### src/rtl/dmem_arbiter.sv
// Round-robin arbiter sharing one single-port data memory between port A and port B.
// Each grant runs a burst of len+1 consecutive words, one beat per cycle.
module dmem_arbiter #(
  parameter int AW = 16,
  parameter int DW = 16,
  parameter int LW = 3
) (
  input  logic          clk,
  input  logic          reset_n,
  input  logic          a_req,
  input  logic          a_we,
  input  logic [AW-1:0] a_addr,
  input  logic [LW-1:0] a_len,
  input  logic [DW-1:0] a_wdata,
  output logic          a_gnt,
  output logic          a_wbeat,
  output logic          a_rvalid,
  output logic [DW-1:0] a_rdata,
  output logic          a_done,
  input  logic          b_req,
  input  logic          b_we,
  input  logic [AW-1:0] b_addr,
  input  logic [LW-1:0] b_len,
  input  logic [DW-1:0] b_wdata,
  output logic          b_gnt,
  output logic          b_wbeat,
  output logic          b_rvalid,
  output logic [DW-1:0] b_rdata,
  output logic          b_done,
  output logic [AW-1:0] mem_access_addr,
  output logic [DW-1:0] mem_write_data,
  output logic          mem_write_en,
  output logic          mem_read,
  input  logic [DW-1:0] mem_read_data
);

  typedef enum logic {S_IDLE, S_BURST} state_t;

  state_t        r_state;
  state_t        w_state_nxt;
  logic          r_owner;   // 0 = port A, 1 = port B
  logic          r_prio;    // port favoured on the next contention
  logic          r_we;
  logic [AW-1:0] r_base;
  logic [LW-1:0] r_len;
  logic [LW-1:0] r_cnt;
  logic          r_a_rvalid;
  logic          r_b_rvalid;
  logic [DW-1:0] r_a_rdata;
  logic [DW-1:0] r_b_rdata;
  logic          r_a_done;
  logic          r_b_done;

  logic          w_accept;
  logic          w_pick_b;
  logic          w_last;
  logic          w_rd_beat;

  // ---- state register
  always_ff @(posedge clk or negedge reset_n) begin
    if (!reset_n) r_state <= S_IDLE;
    else          r_state <= w_state_nxt;
  end

  // ---- next state and memory-side decode; all strobes come from state so reset kills them at once
  always_comb begin
    w_state_nxt     = r_state;
    w_accept        = 1'b0;
    w_pick_b        = 1'b0;
    w_last          = 1'b0;
    w_rd_beat       = 1'b0;
    mem_access_addr = '0;
    mem_write_data  = '0;
    mem_write_en    = 1'b0;
    mem_read        = 1'b0;
    a_wbeat         = 1'b0;
    b_wbeat         = 1'b0;
    a_gnt           = 1'b0;
    b_gnt           = 1'b0;
    case (r_state)
      S_IDLE: begin
        if (a_req || b_req) begin
          w_accept    = 1'b1;
          w_pick_b    = b_req && (!a_req || r_prio);
          w_state_nxt = S_BURST;
        end
      end
      S_BURST: begin
        mem_access_addr = r_base + {{(AW-LW){1'b0}}, r_cnt};
        a_gnt           = (r_cnt == '0) && !r_owner;
        b_gnt           = (r_cnt == '0) &&  r_owner;
        if (r_we) begin
          mem_write_en   = 1'b1;
          mem_write_data = r_owner ? b_wdata : a_wdata;
          a_wbeat        = !r_owner;
          b_wbeat        =  r_owner;
        end else begin
          mem_read  = 1'b1;
          w_rd_beat = 1'b1;
        end
        w_last = (r_cnt == r_len);
        if (w_last) w_state_nxt = S_IDLE;
      end
      default: w_state_nxt = S_IDLE;
    endcase
  end

  // ---- burst context and arbitration priority
  always_ff @(posedge clk or negedge reset_n) begin
    if (!reset_n) begin
      r_owner <= 1'b0;
      r_prio  <= 1'b0;
      r_we    <= 1'b0;
      r_base  <= '0;
      r_len   <= '0;
      r_cnt   <= '0;
    end else if (w_accept) begin
      r_owner <= w_pick_b;
      r_we    <= w_pick_b ? b_we   : a_we;
      r_base  <= w_pick_b ? b_addr : a_addr;
      r_len   <= w_pick_b ? b_len  : a_len;
      r_cnt   <= '0;
    end else if (r_state == S_BURST) begin
      r_cnt <= r_cnt + 1'b1;
      if (w_last) r_prio <= ~r_owner;
    end
  end

  // ---- registered read return and completion pulses
  always_ff @(posedge clk or negedge reset_n) begin
    if (!reset_n) begin
      r_a_rvalid <= 1'b0;
      r_b_rvalid <= 1'b0;
      r_a_rdata  <= '0;
      r_b_rdata  <= '0;
      r_a_done   <= 1'b0;
      r_b_done   <= 1'b0;
    end else begin
      r_a_rvalid <= w_rd_beat && !r_owner;
      r_b_rvalid <= w_rd_beat &&  r_owner;
      if (w_rd_beat && !r_owner) r_a_rdata <= mem_read_data;
      if (w_rd_beat &&  r_owner) r_b_rdata <= mem_read_data;
      r_a_done   <= w_last && !r_owner;
      r_b_done   <= w_last &&  r_owner;
    end
  end

  assign a_rvalid = r_a_rvalid;
  assign b_rvalid = r_b_rvalid;
  assign a_rdata  = r_a_rdata;
  assign b_rdata  = r_b_rdata;
  assign a_done   = r_a_done;
  assign b_done   = r_b_done;

endmodule

### config.mk
export PLATFORM = sky130hd
export DESIGN_NAME = dmem_arbiter
export DESIGN_NICKNAME = d
export VERILOG_FILES = /design/src/rtl/dmem_arbiter.sv
export SDC_FILE = /design/constraint.sdc
export NUM_CORES = 1
export LEC_CHECK = 0
export ABC_AREA = 0
export CORE_UTILIZATION = 40
export CTS_BUF_LIST = sky130_fd_sc_hd__clkbuf_16
export DETAILED_ROUTE_END_ITERATION = 10
export PLACE_DENSITY = 0.8
export SLEW_MARGIN = 0
export SYNTH_ARGS = -nofsm -noshare
export SYNTH_HDL_FRONTEND = slang
export SYNTH_SLANG_ARGS = --single-unit
### constraint.sdc
create_clock -name clk -period 2.6 [get_ports clk]
set_clock_uncertainty 0.05 [all_clocks]
set_input_delay 0.39 -clock clk [delete_from_list [all_inputs] [get_ports clk]]
set_output_delay 0.39 -clock clk [all_outputs]
set_load 0.03 [all_outputs]
After elaboration in Yosys (flattened, before gate mapping)
Cells that the tools add are included.
{"block": "word_totals", "ff_bits": 62, "output_inout_bits": 74}
{"block": "classes", "add_sub_neg": 2, "eq_ne": 1, "n_mux": 26, "n_bitwise": 3, "reduce_logical": 14}
{"cell": "$mux W16", "n": 5}
{"cell": "$mux W1", "n": 17}
{"cell": "$add A16 B3 Y16", "n": 1}
{"cell": "$mux W3", "n": 3}
{"cell": "$logic_and A1 B1 Y1", "n": 7}
{"cell": "$add A3 B1 Y3 const B", "n": 1}
{"cell": "$eq A3 B3 Y1", "n": 1}
{"cell": "$logic_not A3 Y1", "n": 1}
{"cell": "$not A1 Y1", "n": 3}
{"cell": "$reduce_and A3 Y1", "n": 1}
{"cell": "$logic_not A1 Y1", "n": 2}
{"cell": "$logic_or A1 B1 Y1", "n": 2}
{"cell": "$pmux W1 S2", "n": 1}
{"cell": "$reduce_bool A2 Y1", "n": 1}

Longest topological paths before layout
Gate-level depths: netlist (run 1).
{"block": "logic_depth", "depth_word": 6, "ltp_mapped": 7, "depth_no_buf": 7}

Least setup slack after synthesis (run 1)
Ideal clock, no wire load.
{"block": "synth_timing", "path_kind": "reg-to-output", "from": "register r_cnt[0]", "to": "output port mem_access_addr[10]", "arrival_time_ns": 2.311, "path_slack_ns": -0.151, "stages_incl_launch_ff": 8, "n_path_buf": 0, "path_cell_list": "dfrtp_1 ha_1 inv_1 fa_1 and2b_1 o211ai_1 or3_1 a21oi_1"}
{"block": "synth_between", "elab_chain_cells": 2}
{"item": "start, declared", "line_no": "46", "source": "logic [LW-1:0] r_cnt;"}
{"item": "start signal, assigned", "line_no": "124", "source": "r_cnt <= r_cnt + 1'b1;"}
{"item": "$add A16 B3 Y16", "line_no": "89", "source": "mem_access_addr = r_base + {{(AW-LW){1'b0}}, r_cnt};"}
{"item": "$mux W16", "line_no": "80", "source": "case (r_state)"}
{"item": "end, declared", "line_no": "30", "source": "output logic [AW-1:0] mem_access_addr,"}
No other way between the ends.

Final worst setup path (run 1)
Ends and elaborated chain as after synthesis.

==> results of run 1 <==
final timing paths:
check | end | start
hold / removal | b_rdata[5] | reset_n
setup / recovery | mem_access_addr[10] | r_cnt[0]
setup reg to reg | b_rdata[1] | r_state
min in group clk | a_rdata[10] | a_rdata[10]
hold reg to reg | a_rdata[10] | a_rdata[10]
max in group asynchronous | r_cnt[1] | reset_n
layer usage:
metal,share of wire,wire length (um),track usage
met5,0,0,0
met4,0.010,99,0.0564
met3,0.087,822,0.0821
met2,0.50,4760,0.389
met1,0.40,3790,0.264
power by group through the flow:
stage	clock [mW]	combinational, mW	sequential, mW
2_1_floorplan	0	2.13	2.30
3_3_place_gp	0	4.26	1.77
3_5_place_dp	0	4.32	1.80
4_1_cts	1.27	4.40	1.80
5_1_grt	1.32	4.72	1.87
6_report	1.25	4.43	1.80
worst reg2reg max path: cells and delay by family (launching register included):
kind	cells	cell delay [ns]
simple gates	2	0.49
mux	1	0.40
buf+inv	1	0.23
flops	1	0.41
through the flow:
stage	instance area (um2)	setup TNS, ns	hold slack, ns
6_report	5490	-0.300	0.0809
5_1_grt	5490	-0.871	0.146
4_1_cts	5450	-0.244	0.101
3_5_place_dp	5070	0	0.428
3_3_place_gp	5070	0	0.419
2_1_floorplan	3330	0	0.0444
repair_timing:
action / CTS / global route
pin swaps: 7 / 3
setup buffers: 3 / 1
resized for setup: 13 / 7
endpoints found under the setup margin: 10 / 10
endpoints found under the hold margin: 0 / 0
area by class of cell:
cell class              count  area (um2)  area share
repair buffers            182        1730       0.315
multi-input cells         231        1720       0.313
flip-flops and latches     62        1550       0.283
clock buffers               9         225      0.0411
well taps                 102         128      0.0233
clock inverters             7        88.8      0.0162
inverters                  12        45.0     0.00821
cells by family (layout without fill, tap and decap cells):
family,count (synthesis),count (layout),synth area share
adder cells (fa/ha/maj),6,6,0.0249
AND/OR/NAND/NOR,100,100,0.147
multiplexers,63,63,0.202
XOR/XNOR,12,12,0.0317
buffers and inverters,28,210,0.0384
AO/OA/AOI/OAI,50,50,0.0890
flip-flops,62,62,0.467
registers in the layout, indices dropped and copies added (netlist names):
| register | cells |
|---|---|
| a_done | 1 |
| a_rdata | 16 |
| a_rvalid | 1 |
| b_done | 1 |
| b_rdata | 16 |
| b_rvalid | 1 |
| r_base | 16 |
| r_cnt | 3 |
| r_len | 3 |
| r_owner | 1 |
| r_prio | 1 |
| r_state | 1 |
| r_we | 1 |
Yosys cell counts, drive strengths merged, types with 2 or more instances:
| library cell | number | area (um2) |
|---|---|---|
| a21o | 3 | 22.5 |
| o22ai | 6 | 37.5 |
| xnor2 | 8 | 70.1 |
| or2 | 14 | 87.6 |
| ha | 5 | 62.6 |
| and2 | 3 | 18.8 |
| o21ai | 28 | 140 |
| xor2 | 4 | 35.0 |
| nand2 | 29 | 111 |
| nor3 | 6 | 46.3 |
| nor2 | 31 | 116 |
| mux2i | 31 | 310 |
| buf | 8 | 52.6 |
| or3 | 3 | 18.8 |
| dfrtp | 62 | 1550 |
| clkbuf | 8 | 30.0 |
| a21oi | 5 | 25.0 |
| nor4 | 2 | 12.5 |
| mux2 | 32 | 360 |
| inv | 12 | 45.0 |
| nand3 | 4 | 20.0 |
| o211ai | 3 | 22.5 |
| nand4 | 2 | 12.5 |
==> results.py, run 1 <==
metrics = {
    "worst_setup_path": {
        "crit_fanout": 4,
        "crit_path_end_kind": "output pin",
        "startpoint_type": "flip-flop",
        "ff2ff_setup_slack_ns": 0.91,
        "critPathBufInv": 2,
        "critPathMaxStageDelay_ns": 0.39,
        "cp_cell_sequence": "ha_4, inv_2, fa_2, and2b_2, o211ai_1, or3_1, a21oi_2, buf_6",
        "crit_family": "simple AND/OR/NAND/NOR gates",
        "critPathKind": "flip-flop to output pin",
        "cp.required_ns": 2.16,
        "worst-path-stages": 8,
        "worst-r2r-cell-count": 4,
        "worstPathArrival_ns": 2.28,
        "crit_path_top_delay_cell": "dfrtp_1",
    },
    "synth": {
        "synth_edf_count": 0,
        "syn_nets": 419,
        "synth_ff_type": "dfrtp_1",
        "netlist_instances": 321,
        "yosys_warnings": 0,
        "async_flop_share": 1.00,
        "syn_area_per_cell_um2": 10.3,
        "synth_seq_area_share": 0.467,
        "ys_types": 42,
        "netlist_area_um2": 3320,
        "ys_seq_elements": 62,
    },
    "power_and_ir_drop": {
        "p_switching_mw": 3.26,
        "p_clk_frac": 0.167,
        "combPwrFrac": 0.592,
        "p_per_area_nw_per_um2": 1360,
        "fin_total_pwr_mw": 7.48,
        "switching_share": 0.436,
        "intPower_mw": 4.22,
        "ir_drop_v": 0.000980,
        "p_leak_nw": 2.45,
        "pwr-share-seq": 0.241,
    },
    "clock_tree": {
        "htree_levels": 3,
        "cts_sinks": 62,
        "cts_tree": "yes",
        "cts_buffer_depth": 2,
        "cts_hold_buf": 0,
        "ctsRootBufferMaster": "clkbuf_16",
        "path_clk_slew_ns": 0.05,
        "clk_latency_ns": 0.31,
        "cts_made_buffers": 9,
    },
    "outcome": {
        "outcome": "finished with violations",
        "violations": "negative setup slack",
    },
    "global_route": {
        "overflow": 0,
        "grt_use_total": 0.225,
        "antenna_found_initial": 0,
        "grt_pass1_vias": 3162,
        "grt_max_degree": 33,
        "grt_pass1_wl_mm": 15.1,
    },
    "final_layout": {
        "area_delta_synth_final_pct": 65.2,
        "layout_common_cells": "clkdlybuf4s50_1, dfrtp_1, buf_4, nor2_1, mux2i_1",
        "drive_above_1_share": 0.239,
        "final_util": 0.695,
        "nNetsFinal": 596,
        "final_cells": 605,
        "num_antenna_cells": 0,
        "nFillCells": 611,
        "layout_commonest_cell": "clkdlybuf4s50_1",
    },
    "detailed_routing": {
        "drtPass1Iterations": 4,
        "viasPerCell": 4.94,
        "drc": 0,
        "ant_nets": 0,
        "wl_mm": 9.48,
        "vias": 2991,
        "wl_per_cell_um": 15.7,
        "drt_iter0_markers": 111,
    },
    "timing": {
        "tightest_slew_ns": 0.728,
        "period_share": 1.04,
        "layout_setup_ws_ns": -0.116,
        "slew_viol_final": 0,
        "max-slew-margin-rel": 0.515,
        "min_period_ns": 2.72,
        "max_freq_mhz": 368,
        "rsz0062_at_grt": "yes",
        "hold_viol_final": 0,
        "setup_viol": 4,
    },
    "floorplanning": {
        "io_pins": 166,
        "die_x_um": 93.1,
        "core_area_um2": 7890,
        "die_area_um2": 8670,
        "row_count": 32,
        "die_h_um": 93.1,
        "start_util": 0.421,
    },
    "run": {
        "max-cap-violations": 0,
    },
    "placed_design": {
        "dp_cells": 585,
        "dp_hpwl_mm": 7.05,
        "dp_worst_setup_slack_ns": 0.0105,
        "gp_congestion": 0.828,
        "portBuffers": 165,
    },
    "worst_hold_path": {
        "hold_path_class": "input port to asynchronous set/reset pin",
    },
}
No activity file was read; power rests on OpenSTA's default activity.
==> inputs of run 2 (changes only) <==
--- a/config.mk
+++ b/config.mk
@@ -14,3 +14,4 @@
 export SYNTH_ARGS = -nofsm -noshare
 export SYNTH_HDL_FRONTEND = slang
 export SYNTH_SLANG_ARGS = --single-unit
+export TNS_END_PERCENT = 20
==> run 2 against run 1 <==
  * Sequential power hardly changed
  * Clock power is 8% higher
  * Core utilization is 0.11 points higher
  * Wire length is 3.1% lower
  * The run still ends with negative setup slack left
  * Count of clock-buffer cells in the layout stayed put
  * Flip-flop and latch count stayed put
  * Critical path depth stayed put
  * Non-clock buffer count is 2 lower
  * Combinational power is 1% lower
  * Cell area is 0.16% higher
  * Highest routed layer unchanged
  * First-iteration DRC count is 5.4% lower
==> results.py, run 2 (synthesis results as in run 1) <==
metrics = {
    "outcome": {
        "outcome": "finished with violations",
        "violations": "negative setup slack",
    },
    "timing": {
        "rsz0062_at_grt": "yes",
        "tightest_slew_ns": 0.550,
        "min_period_ns": 2.71,
        "setup_viol": 6,
        "layout_setup_ws_ns": -0.113,
        "period_share": 1.04,
        "setup_tns_ns": -0.266,
        "max_freq_mhz": 369,
        "fin_hold_ws_ns": 0.423,
        "max-slew-margin-rel": 0.633,
        "hold_viol_final": 0,
        "slew_viol_final": 0,
    },
    "floorplanning": {
        "core_area_um2": 7890,
        "start_util": 0.421,
        "die_h_um": 93.1,
        "row_count": 32,
        "die_area_um2": 8670,
        "die_x_um": 93.1,
        "io_pins": 166,
    },
    "clock_tree": {
        "cts_made_buffers": 9,
        "clk_latency_ns": 0.32,
        "path_clk_slew_ns": 0.05,
        "cts_sinks": 62,
        "cts_buffer_depth": 2,
        "htree_levels": 3,
        "ctsRootBufferMaster": "clkbuf_16",
        "cts_tree": "yes",
    },
    "worst_setup_path": {
        "cp_cell_sequence": "ha_4, inv_2, fa_2, and2b_1, o211ai_1, or3_1, a21oi_2, buf_6",
        "worst-r2r-cell-count": 4,
        "cp.required_ns": 2.16,
        "crit_fanout": 3,
        "startpoint_type": "flip-flop",
        "critPathKind": "flip-flop to output pin",
        "reg2reg_from": "r_state",
        "worstPathArrival_ns": 2.27,
        "crit_path_end_kind": "output pin",
        "crit_path_top_delay_cell": "dfrtp_1",
        "ff2ff_setup_slack_ns": 0.86,
        "critPathMaxStageDelay_ns": 0.42,
        "reg2reg_to": "b_rdata[8]",
    },
    "power_and_ir_drop": {
        "p_per_area_nw_per_um2": 1370,
        "ir_drop_v": 0.000794,
        "fin_total_pwr_mw": 7.53,
        "p_leak_nw": 2.40,
    },
    "detailed_routing": {
        "wl_per_cell_um": 15.2,
        "vias": 2958,
        "drc": 0,
        "drt_iter0_markers": 105,
        "drtPass1Iterations": 4,
        "ant_nets": 0,
        "viasPerCell": 4.91,
        "wl_mm": 9.19,
    },
    "final_layout": {
        "layout_common_cells": "clkdlybuf4s50_1, dfrtp_1, mux2i_1, nor2_1",
        "area_delta_synth_final_pct": 65.5,
        "nFillCells": 596,
        "nNetsFinal": 594,
        "final_util": 0.697,
        "layout_commonest_cell": "clkdlybuf4s50_1",
        "drive_above_1_share": 0.198,
        "num_antenna_cells": 0,
    },
    "global_route": {
        "antenna_found_initial": 0,
        "grt_pass1_vias": 3106,
        "grt_max_degree": 55,
        "grt_pass1_wl_mm": 14.6,
        "grt_use_total": 0.215,
        "overflow": 0,
    },
    "placed_design": {
        "gp_congestion": 0.842,
        "dp_worst_setup_slack_ns": 0.0824,
        "dp_hpwl_mm": 6.73,
        "portBuffers": 165,
    },
    "worst_hold_path": {
        "hold_path_class": "input port to asynchronous set/reset pin",
    },
    "run": {
        "max-cap-violations": 0,
    },
}
-- run 2: how the worst max path moves through the flow --
stage / start / to / slack (ns) / cells past startpoint
2_1_floorplan: r_cnt[0] / mem_access_addr[14] / -0.15 / 7
3_3_place_gp: r_base[0] / mem_access_addr[14] / 0.14 / 8
3_5_place_dp: r_base[0] / mem_access_addr[10] / 0.08 / 8
4_1_cts: r_cnt[0] / mem_access_addr[10] / -0.08 / 8
5_1_grt: r_cnt[0] / mem_access_addr[10] / -0.20 / 8
6_report: r_cnt[0] / mem_access_addr[10] / -0.11 / 8
-- run 2: worst max-delay path: cells and delay by family (launching register included) --
family                   cells  cell delay [ns]
AO/OA/AOI/OAI                2             0.29
adder cells (fa/ha/maj)      2             0.49
AND/OR/NAND/NOR              2             0.57
flip-flops                   1             0.42
buffers and inverters        2             0.18
-- run 2: routing by layer --
metal,GRT usage,share of wire,up-vias
met5,0,0,-
li1,-,-,1462
met4,0.0692,0.013,0
met2,0.379,0.53,87
met3,0.0642,0.066,15
met1,0.250,0.39,1394
-- run 2: stage by stage --
| step | area, um2 | instances |
|---|---|---|
| after detailed placement | 5090 | 583 |
| after global routing | 5490 | 603 |
| after floorplan | 3320 | 321 |
| after CTS | 5480 | 602 |
| after global placement | 5090 | 583 |
| final | 5490 | 603 |
-- run 2: layout make-up --
type | instances | area [um2] | share of cell area
Clock inverter | 7 | 114 | 0.0207
Sequential cell | 62 | 1550 | 0.282
Inverter | 12 | 45.0 | 0.00820
Tap cell | 102 | 128 | 0.0232
Multi-Input combinational cell | 231 | 1680 | 0.307
Timing Repair Buffer | 180 | 1750 | 0.318
Clock buffer | 9 | 225 | 0.0410
-- run 2: power breakdown --
part | internal, mW | switching (mW) | total (mW) | leakage [nW]
Clock | 0.930 | 0.416 | 1.35 | 0.163
Sequential | 1.45 | 0.364 | 1.81 | 0.742
Combinational | 1.91 | 2.45 | 4.37 | 1.50
Total | 4.29 | 3.23 | 7.53 | 2.40
-- run 2: timing repair --
item / 4_1_cts / 5_1_grt
pin swaps: 6 / 0
setup endpoints to repair: 24 / 13
hold endpoints to repair: 8 / 0
hold buffers: 1 / 0
resized for setup: 9 / 6
setup buffers: 2 / 1
==> inputs of run 3 (changes only) <==
--- a/config.mk
+++ b/config.mk
@@ -6,10 +6,10 @@
 export NUM_CORES = 1
 export LEC_CHECK = 0
 export ABC_AREA = 0
-export CORE_UTILIZATION = 40
+export CORE_UTILIZATION = 30
 export CTS_BUF_LIST = sky130_fd_sc_hd__clkbuf_16
 export DETAILED_ROUTE_END_ITERATION = 10
-export PLACE_DENSITY = 0.8
+export PLACE_DENSITY = 0.63
 export SLEW_MARGIN = 0
 export SYNTH_ARGS = -nofsm -noshare
 export SYNTH_HDL_FRONTEND = slang
==> run 3 against run 2 <==
  * Global-route usage shrank 4.9 points
  * Wire length grew 3.0%
  * Register-to-register slack got worse by 0.03 ns
  * The flow still finishes with violations (negative setup slack)
  * Core utilization shrank 19 points
  * Combinational power hardly changed
  * Hold slack worse by 0.030 ns
  * Final cell count rose by 6.8%
  * Non-clock buffer count increased by 3
  * Count of clock-buffer cells in the layout is the same
  * Flip-flop and latch count unchanged
  * Die area is 33% higher
==> results.py, run 3 (synthesis results as in run 1) <==
metrics = {
    "outcome": {
        "outcome": "finished with violations",
        "violations": "negative setup slack",
    },
    "clock_tree": {
        "cts_sinks": 62,
        "cts_made_buffers": 9,
        "cts_buffer_depth": 2,
        "path_clk_slew_ns": 0.05,
        "ctsRootBufferMaster": "clkbuf_16",
        "clk_latency_ns": 0.33,
        "htree_levels": 3,
        "cts_tree": "yes",
    },
    "floorplanning": {
        "die_area_um2": 11500,
        "die_h_um": 107,
        "start_util": 0.308,
        "io_pins": 166,
        "row_count": 38,
        "core_area_um2": 10800,
        "die_x_um": 107,
    },
    "final_layout": {
        "layout_common_cells": "clkdlybuf4s50_1, dfrtp_1, buf_4, nor2_1, mux2i_1",
        "postLayoutCellArea_um2": 5500,
        "layout_commonest_cell": "clkdlybuf4s50_1",
        "area_delta_synth_final_pct": 65.8,
        "nFillCells": 1003,
        "nNetsFinal": 597,
        "drive_above_1_share": 0.240,
        "final_cells": 644,
        "num_antenna_cells": 0,
    },
    "timing": {
        "min_period_ns": 2.70,
        "max_freq_mhz": 370,
        "rsz0062_at_grt": "yes",
        "period_share": 1.04,
        "setup_viol": 6,
        "hold_viol_final": 0,
        "max-slew-margin-rel": 0.716,
        "layout_setup_ws_ns": -0.104,
        "slew_viol_final": 0,
        "tightest_slew_ns": 0.424,
        "setup_tns_ns": -0.358,
    },
    "placed_design": {
        "dp_hpwl_mm": 6.94,
        "dpl-instance-area_um2": 5100,
        "gp_congestion": 0.833,
        "portBuffers": 165,
        "dp_cells": 622,
    },
    "global_route": {
        "grt_pass1_vias": 3047,
        "grt_max_degree": 57,
        "overflow": 0,
        "grt_pass1_wl_mm": 14.9,
        "antenna_found_initial": 0,
        "grt_use_total": 0.166,
    },
    "power_and_ir_drop": {
        "ir_drop_v": 0.000784,
        "p_per_area_nw_per_um2": 1340,
        "p_leak_nw": 2.42,
        "fin_total_pwr_mw": 7.39,
    },
    "detailed_routing": {
        "drt_iter0_markers": 77,
        "drtPass1Iterations": 4,
        "viasPerCell": 4.58,
        "wl_per_cell_um": 14.7,
        "vias": 2948,
        "wl_mm": 9.46,
        "ant_nets": 0,
        "drc": 0,
    },
    "worst_setup_path": {
        "critPathCapture": "mem_access_addr[10]",
        "crit_path_end_kind": "output pin",
        "critPathLaunch": "r_cnt[0]",
        "ff2ff_setup_slack_ns": 0.83,
        "critPathKind": "flip-flop to output pin",
        "startpoint_type": "flip-flop",
        "reg2reg_from": "r_state",
        "crit_fanout": 4,
        "worstPathArrival_ns": 2.26,
        "cp.required_ns": 2.16,
        "worst-r2r-cell-count": 4,
        "reg2reg_to": "b_rdata[6]",
    },
    "worst_hold_path": {
        "hold_path_class": "input port to asynchronous set/reset pin",
    },
    "run": {
        "max-cap-violations": 0,
    },
}
run 3: changes by cell type in the layout (fill, tap and decap cells not counted), sizes merged:
cell           before  now
dlygate4sd2         1    2
buf                31   50
dlymetal6s2s        1    0
inv                13   15
clkdlybuf4s50     145  129
bufinv              3    1
run 3: worst min-delay path by stage:
stage | start | slack, ns | depth (start not counted) | to
floorplan | reset_n | 0.04 | 0 | a_done
global placement | reset_n | 0.19 | 1 | r_base[7]
detailed placement | reset_n | 0.19 | 1 | r_base[7]
CTS | reset_n | 0.38 | 2 | r_base[7]
global route | reset_n | 0.41 | 2 | r_base[8]
finish | reset_n | 0.39 | 2 | r_base[6]
run 3: worst max-delay path, cell delays in order (launching register included):
cell and delay, ns:
dfrtp_1 0.39, ha_4 0.16, inv_2 0.03, fa_2 0.32
and2b_1 0.22, o211ai_1 0.14, or3_1 0.36, a21oi_2 0.17
buf_6 0.15
run 3: repair_timing:
item,4_1_cts,5_1_grt
gates resized for setup,10,8
pin swaps,6,2
hold buffers,1,0
endpoints found under the setup margin,10,11
cloned,0,0
endpoints found under the hold margin,6,0
setup buffers,5,0
run 3: power by group:
| group | switching (mW) | internal, mW |
|---|---|---|
| combinational | 2.45 | 1.91 |
| sequential | 0.360 | 1.45 |
| clock | 0.461 | 0.753 |
| total | 3.28 | 4.11 |
run 3: area by class of cell:
| type | count | area [um2] | share of cell area |
|---|---|---|---|
| Clock buffer | 9 | 225 | 0.0409 |
| Clock inverter | 7 | 80.1 | 0.0146 |
| Inverter | 12 | 45.0 | 0.00819 |
| Multi-Input combinational cell | 231 | 1700 | 0.308 |
| Sequential cell | 62 | 1550 | 0.282 |
| Tap cell | 140 | 175 | 0.0318 |
| Timing Repair Buffer | 183 | 1730 | 0.314 |
run 3: metal layers:
layer | vias up | routed length [um] | GRT usage
met4 | 0 | 63 | 0.0382
met1 | 1401 | 4070 | 0.201
met2 | 78 | 4680 | 0.280
li1 | 1462 | - | -
met5 | - | 0 | 0
met3 | 7 | 649 | 0.0632
run 3: stage by stage:
step                      hold slack, ns  utilization  worst slack (ns)
after floorplan                   0.0444            -            -0.151
after global placement             0.186        0.473             0.125
after detailed placement           0.193        0.473            0.0660
after CTS                          0.378        0.508           -0.0935
after global routing               0.409        0.510            -0.192
final                              0.393        0.510            -0.104
